## config.mk

```make
export PLATFORM = sky130hd
export DESIGN_NAME = accum_sched
export DESIGN_NICKNAME = d
export VERILOG_FILES = /design/src/rtl/accum_sched.sv
export SDC_FILE = /design/constraint.sdc
export NUM_CORES = 1
export LEC_CHECK = 0
export CORE_ASPECT_RATIO = 0.8
export CORE_MARGIN = 3
export CORE_UTILIZATION = 47
export CTS_CLUSTER_DIAMETER = 30
export DETAILED_ROUTE_END_ITERATION = 8
export PLACE_DENSITY = 0.88
export SYNTH_ARGS = -nofsm -noshare
export SYNTH_HDL_FRONTEND = slang
export SYNTH_SLANG_ARGS = --single-unit
```

## constraint.sdc

```tcl
create_clock -name Clock -period 2.09 [get_ports Clock]
set_input_delay 0.209 -clock Clock [delete_from_list [all_inputs] [get_ports Clock]]
set_output_delay 0.209 -clock Clock [all_outputs]
set_load 0.01 [all_outputs]
```

## src/rtl/accum_sched.sv

```systemverilog
// Two-requester round-robin burst accumulator: grants one requester, sums BURST
// operands, and publishes the result and its sticky carry when the burst completes.
module accum_sched #(
  parameter int WIDTH = 4,
  parameter int BURST = 4
) (
  input  logic             Clock,
  input  logic             Reset,
  input  logic             Req0Valid,
  input  logic [WIDTH-1:0] Req0Data,
  output logic             Req0Ready,
  input  logic             Req1Valid,
  input  logic [WIDTH-1:0] Req1Data,
  output logic             Req1Ready,
  input  logic             Clear,
  output logic [WIDTH-1:0] RegSum,
  output logic [WIDTH-1:0] Sum,
  output logic             Ovf,
  output logic             Owner,
  output logic             Busy,
  output logic             Done
);

  typedef enum logic [1:0] {IDLE, ACCUM, DONE} state_e;

  localparam logic [3:0] LAST_BEAT = 4'(BURST - 1);

  state_e           state_q, state_d;
  logic [WIDTH-1:0] reg_sum_q, reg_sum_d;
  logic [WIDTH-1:0] sum_q, sum_d;
  logic             ovf_q, ovf_d;
  logic             owner_q, owner_d;
  logic             carry_q, carry_d;
  logic             last_q, last_d;
  logic [3:0]       cnt_q, cnt_d;

  logic             owner_valid;
  logic [WIDTH-1:0] owner_data;
  logic [WIDTH:0]   add_w;

  assign owner_valid = owner_q ? Req1Valid : Req0Valid;
  assign owner_data  = owner_q ? Req1Data  : Req0Data;
  assign add_w       = {1'b0, reg_sum_q} + {1'b0, owner_data};

  always_comb begin
    // NOTE: every next-state value defaults to its register so no path infers a latch.
    state_d   = state_q;
    reg_sum_d = reg_sum_q;
    sum_d     = sum_q;
    ovf_d     = ovf_q;
    owner_d   = owner_q;
    carry_d   = carry_q;
    last_d    = last_q;
    cnt_d     = cnt_q;

    unique case (state_q)
      IDLE: begin
        if (Req0Valid || Req1Valid) begin
          // Requester 1 wins when alone, or when both ask and 0 was served last.
          owner_d   = Req1Valid && (!Req0Valid || !last_q);
          reg_sum_d = '0;
          cnt_d     = '0;
          carry_d   = 1'b0;
          state_d   = ACCUM;
        end
      end
      ACCUM: begin
        if (owner_valid) begin
          reg_sum_d = add_w[WIDTH-1:0];
          carry_d   = carry_q | add_w[WIDTH];
          cnt_d     = cnt_q + 4'd1;
          if (cnt_q == LAST_BEAT) begin
            sum_d   = add_w[WIDTH-1:0];
            ovf_d   = carry_q | add_w[WIDTH];
            state_d = DONE;
          end
        end
      end
      DONE: begin
        last_d  = owner_q;
        state_d = IDLE;
      end
      default: state_d = IDLE;
    endcase

    // Abort discards any beat offered this cycle and leaves published results alone.
    if (Clear) begin
      state_d   = IDLE;
      reg_sum_d = '0;
      cnt_d     = '0;
      carry_d   = 1'b0;
      sum_d     = sum_q;
      ovf_d     = ovf_q;
      owner_d   = owner_q;
      last_d    = last_q;
    end
  end

  always_ff @(posedge Clock) begin
    // NOTE: sequential state uses non-blocking assignments so all registers update together.
    if (!Reset) begin
      state_q   <= IDLE;
      reg_sum_q <= '0;
      sum_q     <= '0;
      ovf_q     <= 1'b0;
      owner_q   <= 1'b0;
      carry_q   <= 1'b0;
      last_q    <= 1'b1;
      cnt_q     <= '0;
    end else begin
      state_q   <= state_d;
      reg_sum_q <= reg_sum_d;
      sum_q     <= sum_d;
      ovf_q     <= ovf_d;
      owner_q   <= owner_d;
      carry_q   <= carry_d;
      last_q    <= last_d;
      cnt_q     <= cnt_d;
    end
  end

  assign Busy      = (state_q == ACCUM);
  assign Done      = (state_q == DONE);
  assign Req0Ready = Busy && !owner_q;
  assign Req1Ready = Busy &&  owner_q;
  assign RegSum    = reg_sum_q;
  assign Sum       = sum_q;
  assign Ovf       = ovf_q;
  assign Owner     = owner_q;

endmodule

```

Word level (Yosys, flattened, before mapping)
Index checks and enable logic that the tools add are counted.
- bits in read-only memories: 0
- latch bits: 0
- memories: 0
- input port bits: 13
- bits in writable memories: 0
- register bits after elaboration: 18
- reductions and logical operators: 16
- shift operators: 0
- div/mod/pow operators: 0
- add/sub/neg operators: 2
- bitwise operators: 3
- $mul: 0
- mux-type cells: 14
- equal/unequal tests: 6
- magnitude comparators: 0
- operators with widths (kind ; count):
    two-way mux 4 bit ; 4
    one-hot mux 4 bit (2 select lines) ; 2
    AND reduction 3 bit ; 3
    two-way mux 2 bit ; 3
    adder 4 x 4 -> 5 bit ; 1
    adder 4 x 1 -> 4 bit, second input constant ; 1
    == test 4 x 2 -> 1 bit, second input constant ; 1
    inequality test 2 x 1 -> 1 bit, second input constant ; 2
    one-hot mux 2 bit (2 select lines) ; 1
    AND reduction 4 bit ; 1
    logical AND 1 bit ; 3
    zero test 1 bit ; 3
    two-way mux 1 bit ; 3
    == test 2 x 1 -> 1 bit, second input constant ; 1
    == test 2 bit, second input constant ; 1
    zero test 2 bit ; 1
    logical OR 1 bit ; 2
    inequality test 2 bit, second input constant ; 1
    NOT 1 bit ; 2
    one-hot mux 1 bit (2 select lines) ; 1
    AND reduction 2 bit ; 1
    nonzero test 2 bit ; 1
    OR reduction 2 bit ; 1
    bitwise OR 1 bit ; 1

Logic depth before layout (Yosys ltp)
Gate-level depths: netlist of the first run.
- word-level depth: 5
- depth in mapped cells: 9

Least setup slack after synthesis of the first run
No wires, ideal clock.
- path kind: register to register
- start point: register owner_q (netlist: Owner)
- end point: register ovf_q (netlist: Ovf)
- arrival time: 1748 ps
- clock period less this slack: 1881 ps
- buffers on the path: 1
- setup slack: 209 ps
- required time: 1957 ps
- stages on the path, launching flop included: 10
- cells stage by stage: dfxtp_1 > buf_6 > mux2_2 > ha_1 > inv_1 > fa_1 > nor2b_1 > o21a_1 > nor3_1 > a211oi_1
- cells in the longest elaborated chain, start to end: 3
- elaborated cells between the ends (all ways): 5
- classes of those cells: add/sub: 1; mux: 2; bitwise: 1; reduce/logical: 1
- RTL lines (element ; line ; text):
    start, declared ; 32 ; logic owner_q, owner_d;
    start signal, assigned ; 115 ; owner_q <= owner_d;
    two-way mux 4 bit ; 42 ; assign owner_data = owner_q ? Req1Data : Req0Data;
    adder 4 x 4 -> 5 bit ; 43 ; assign add_w = {1'b0, reg_sum_q} + {1'b0, owner_data};
    bitwise OR 1 bit ; 74 ; ovf_d = carry_q | add_w[WIDTH];
    end signal, assigned ; 114 ; ovf_q <= ovf_d;
    end, declared ; 31 ; logic ovf_q, ovf_d;
Several ways; a longest one is shown, not always the timed one.
A chain may end at the register's enable or synchronous reset.

Worst setup path after layout of the first run
- start point: register owner_q (netlist: Owner)
- end point: register reg_sum_q[3] (netlist: RegSum[3])
- cells in the longest elaborated chain, start to end: 4
- elaborated cells between the ends (all ways): 7
- classes of those cells: add/sub: 1; eq/ne: 1; mux: 4; reduce/logical: 1
- RTL lines (element ; line ; text):
    two-way mux 4 bit ; 42 ;
    adder 4 x 4 -> 5 bit ; 43 ;
    two-way mux 4 bit ; 68 ; if (owner_valid) begin
    one-hot mux 4 bit (2 select lines) ; 56 ; unique case (state_q)
    end signal, assigned ; 112 ; reg_sum_q <= reg_sum_d;
    end, declared ; 29 ; logic [WIDTH-1:0] reg_sum_q, reg_sum_d;
Several ways; a longest one is shown, not always the timed one. The select of a mux whose other input is x is not followed.

==> reports/summary.log, run 1 <==
INFO  yosys          synth_sequential_area_ratio=35.1%
INFO  final_layout   diodes=0
INFO  floorplan      floorplan.die.width=58.3um
INFO  yosys          synthTopCellsByArea=sky130_fd_sc_hd__dfxtp_1 (35%), sky130_fd_sc_hd__ha_1 (6.1%), sky130_fd_sc_hd__mux2i_1 (4.9%)
INFO  sta            max_slew.worst_pin.slew=0.466ns
INFO  sta            max_clock_freq=513MHz
INFO  sta            final_max_slew_viol_count=0
INFO  cts            h-tree-depth=1
INFO  grt            gr-usage-all-layers=19.4%
INFO  drt            wl_per_cell=15.0um
INFO  place          io_buffer_count=26
INFO  yosys          mappedNetlistNets=129
INFO  drt            first_iter_violations=16
INFO  worst_setup_path critical_path_class=flip-flop to flip-flop
INFO  worst_setup_path critPathMaxStageDelay=0.43ns
INFO  drt            met3WireLength=199um
INFO  pwr            clockPowerShare=31.8%
INFO  floorplan      die_y=47.8um
INFO  pwr            seq_power_share=51.6%
INFO  yosys          synth_warnings=0
INFO  cts            numCtsBuffers=3
INFO  pwr            power_density=504nW/um^2
INFO  pwr            power.combinational.fraction=16.6%
INFO  yosys          post_synth_instance_area=1030um^2
INFO  place          dpl.hpwl=1880um
INFO  grt            number_of_global_route_vias_before_repair=936
INFO  yosys          synth_commonest_cells=sky130_fd_sc_hd__dfxtp_1 (18), sky130_fd_sc_hd__nor2_1 (12), sky130_fd_sc_hd__inv_1 (7), sky130_fd_sc_hd__nand2_1 (7)
INFO  hold_path      holdCritPathClass=flip-flop to flip-flop
INFO  yosys          synth-edff-count=0
INFO  yosys          synth.most_common_cell=sky130_fd_sc_hd__dfxtp_1
INFO  cts            cts-hold-fix-buffers=0
INFO  drt            antenna_viol_nets_final=0
INFO  sta            holdWs=0.496ns
INFO  sta            finalHoldViolations=0
INFO  yosys          synth_async_sr_flop_share=0%
INFO  cts            path_clk_slew=0.10ns
INFO  drt            drc=0
INFO  yosys          ys_dominant_reg_cell=sky130_fd_sc_hd__dfxtp_1
INFO  pwr            sw_frac_of_total=25.0%
INFO  pwr            switchingPower=0.170mW
INFO  final_layout   nNetsFinal=159
INFO  drt            routed_via_count_divided_by_cell_count=5.50
INFO  hold_path      worst_hold_startpoint=Sum[3]
INFO  worst_setup_path critical_path.n_buffers_inverters=1
INFO  worst_setup_path cp-start-kind=flip-flop
INFO  yosys          post_synth_inst_count=110
INFO  pwr            vdd_drop_max=341uV
INFO  worst_setup_path timing.critical_path.to_type=flip-flop
INFO  yosys          synth_largest_area_cell=sky130_fd_sc_hd__dfxtp_1
INFO  job            maxcap_violations=0
INFO  sta            finalCriticalPeriod=1.95ns
INFO  sta            slew_headroom=68.3%
INFO  place          place_ws=0.0333ns
INFO  cts            clkLatencyLatePin=0.29ns
INFO  pwr            power_leakage=0.499nW
INFO  drt            totalWireLength=2450um
INFO  outcome        status=complete, no violations
INFO  floorplan      start_util=51.9%
INFO  cts            cts_root_buffer=sky130_fd_sc_hd__clkbuf_4
INFO  worst_setup_path timing.critical_path.required=2.31ns
INFO  drt            num_vias=896
INFO  grt            grt_antenna_before_repair=0
INFO  drt            wl_met2=1180um
INFO  cts            cts_setup_buffers=0
INFO  place          globalplace.congestion=0.876
INFO  pwr            cell_internal_power=0.510mW
INFO  sta            setup_viol=0
INFO  worst_setup_path critical_path_peak_fanout=7
INFO  drt            wirelength_met1=1040um
INFO  drt            topRoutingLayerUsed=met4
INFO  floorplan      coreArea=1980um^2
INFO  worst_setup_path timing.critical_path.arrival=2.17ns
INFO  worst_setup_path crit_family=flip-flops
INFO  yosys          synth_seq_cells=18
INFO  yosys          count_of_different_cell_masters_after_synthesis=35
INFO  grt            grt_pass1_wl=3980um
INFO  worst_setup_path setup.worst_path.start=Owner
INFO  floorplan      num_io_pins=27
INFO  yosys          syn_area_per_cell=9.34um^2
INFO  final_layout   post_route_cells_drive_above_1_share=12.9%
INFO  sta            postLayoutSetupSlackWorst=0.142ns
INFO  sta            rsz0062_at_grt=false
INFO  place          placement.cell_area=1310um^2
INFO  worst_setup_path worst_path_max_delay_cell=sky130_fd_sc_hd__dfxtp_2
INFO  final_layout   synthToLayoutAreaGrowth=31.3%
INFO  worst_setup_path crit_chain=mux2i_1 > inv_1 > ha_1 > a21o_1 > a21oi_1 > or4_1 > a31oi_1
INFO  grt            grt_max_degree=14
INFO  cts            cts.path.max_buffers=2
INFO  pwr            totalPowerFinal=0.679mW
INFO  floorplan      std_cell_rows=14
INFO  worst_setup_path worst_r2r_startpoint=Owner
INFO  floorplan      dieArea=2790um^2
INFO  sta            worst_clock_skew=0.000746ns
INFO  cts            numClockSinks=18
INFO  cts            cts_tree=built
INFO  yosys          synth_top_area_share=35.1%
INFO  grt            grt-ovfl-total=0
INFO  drt            total_iterations_of_the_first_detailed_routing_run=4
INFO  sta            totalNegativeSetupSlack=0ns
INFO  sta            layout_worst_path_cycle_share=93.2%
INFO  final_layout   postLayoutCellArea=1350um^2
==> tightest hold or removal path, stage by stage, from the launching register on <==
cell                      delay [ns]
sky130_fd_sc_hd__dfxtp_1        0.33
sky130_fd_sc_hd__nand2_1        0.06
sky130_fd_sc_hd__o22ai_1        0.06
==> what timing repair did <==
action	CTS	global route
gates resized for setup	0	2
hold endpoints to repair	0	0
endpoints found under the setup margin	0	5
==> layer usage <==
layer / vias up / track usage, %
met3: 4 / 8.09
met4: 0 / 6.48
met1: 412 / 20.7
met2: 33 / 35.4
met5: - / 0
li1: 447 / -
==> power by group through the flow <==
stage / registers (mW) / clock network [mW] / logic [mW]
finish: 0.350 / 0.216 / 0.113
global route: 0.351 / 0.239 / 0.121
CTS: 0.350 / 0.221 / 0.112
detailed placement: 0.358 / 0 / 0.112
global placement: 0.358 / 0 / 0.108
floorplan: 0.357 / 0 / 0.0643
==> placed cells by master, fill, tap and decap left out, drive strengths merged, types with 3 or more instances in the layout <==
cell	netlist	final
clkdlybuf4s50	0	26
dfxtp	18	18
nor2	12	12
inv	7	7
nand2	7	7
mux2i	6	6
a21oi	5	5
ha	5	5
nor3	5	5
nor2b	4	4
buf	3	4
clkbuf	2	4
mux2	3	3
a211oi	3	3
xnor2	3	3
nor4	3	3
==> stage by stage <==
stage / std cells / util [%]
CTS: 163 / 67.8
global placement: 159 / 66.0
finish: 163 / 68.1
floorplan: 110 / -
detailed placement: 159 / 66.0
global route: 163 / 68.1
==> state kept, by name, summed over array words and instances, names as in the netlist <==
register and flops:
RegSum 4, Sum 4, cnt_q 4, state_q 2, carry_q 1, Owner 1, Ovf 1, last_q 1
==> final cells by class <==
class                      instances  area [um^2]
fill                             175          631
clock buffer                       4         36.3
tap                               24         30.0
timing repair buffer              30          290
sequential                        18          362
inverter                           7         26.3
multi-input combinational         80          604
==> logic make-up (layout without fill, tap and decap cells) <==
group	after synthesis	count (layout)	share of synthesized area [%]
simple gates	41	41	22.7
compound gates	20	20	13.9
flops	18	18	35.1
buf+inv	12	41	6.58
mux	9	9	10.4
fa+ha+maj	6	6	8.04
xor+xnor	4	4	3.41
==> worst paths after layout <==
check,slack [ns],cells past startpoint,to
worst min register to register,0.50,2,Sum[3]
worst max register to register,0.14,7,RegSum[3]
worst min-delay path,0.50,2,Sum[3]
worst max-delay path,0.14,7,RegSum[3]
(Power assumes the default switching activity.)
==> inputs of run 2 (changes only) <==
--- a/config.mk
+++ b/config.mk
@@ -9,6 +9,7 @@
 export CORE_MARGIN = 3
 export CORE_UTILIZATION = 47
 export CTS_CLUSTER_DIAMETER = 30
+export CTS_CLUSTER_SIZE = 12
 export DETAILED_ROUTE_END_ITERATION = 8
 export PLACE_DENSITY = 0.88
 export SYNTH_ARGS = -nofsm -noshare
==> results of run 2 <==
No change in the layout: final DEF, timing and power equal those of run 1.
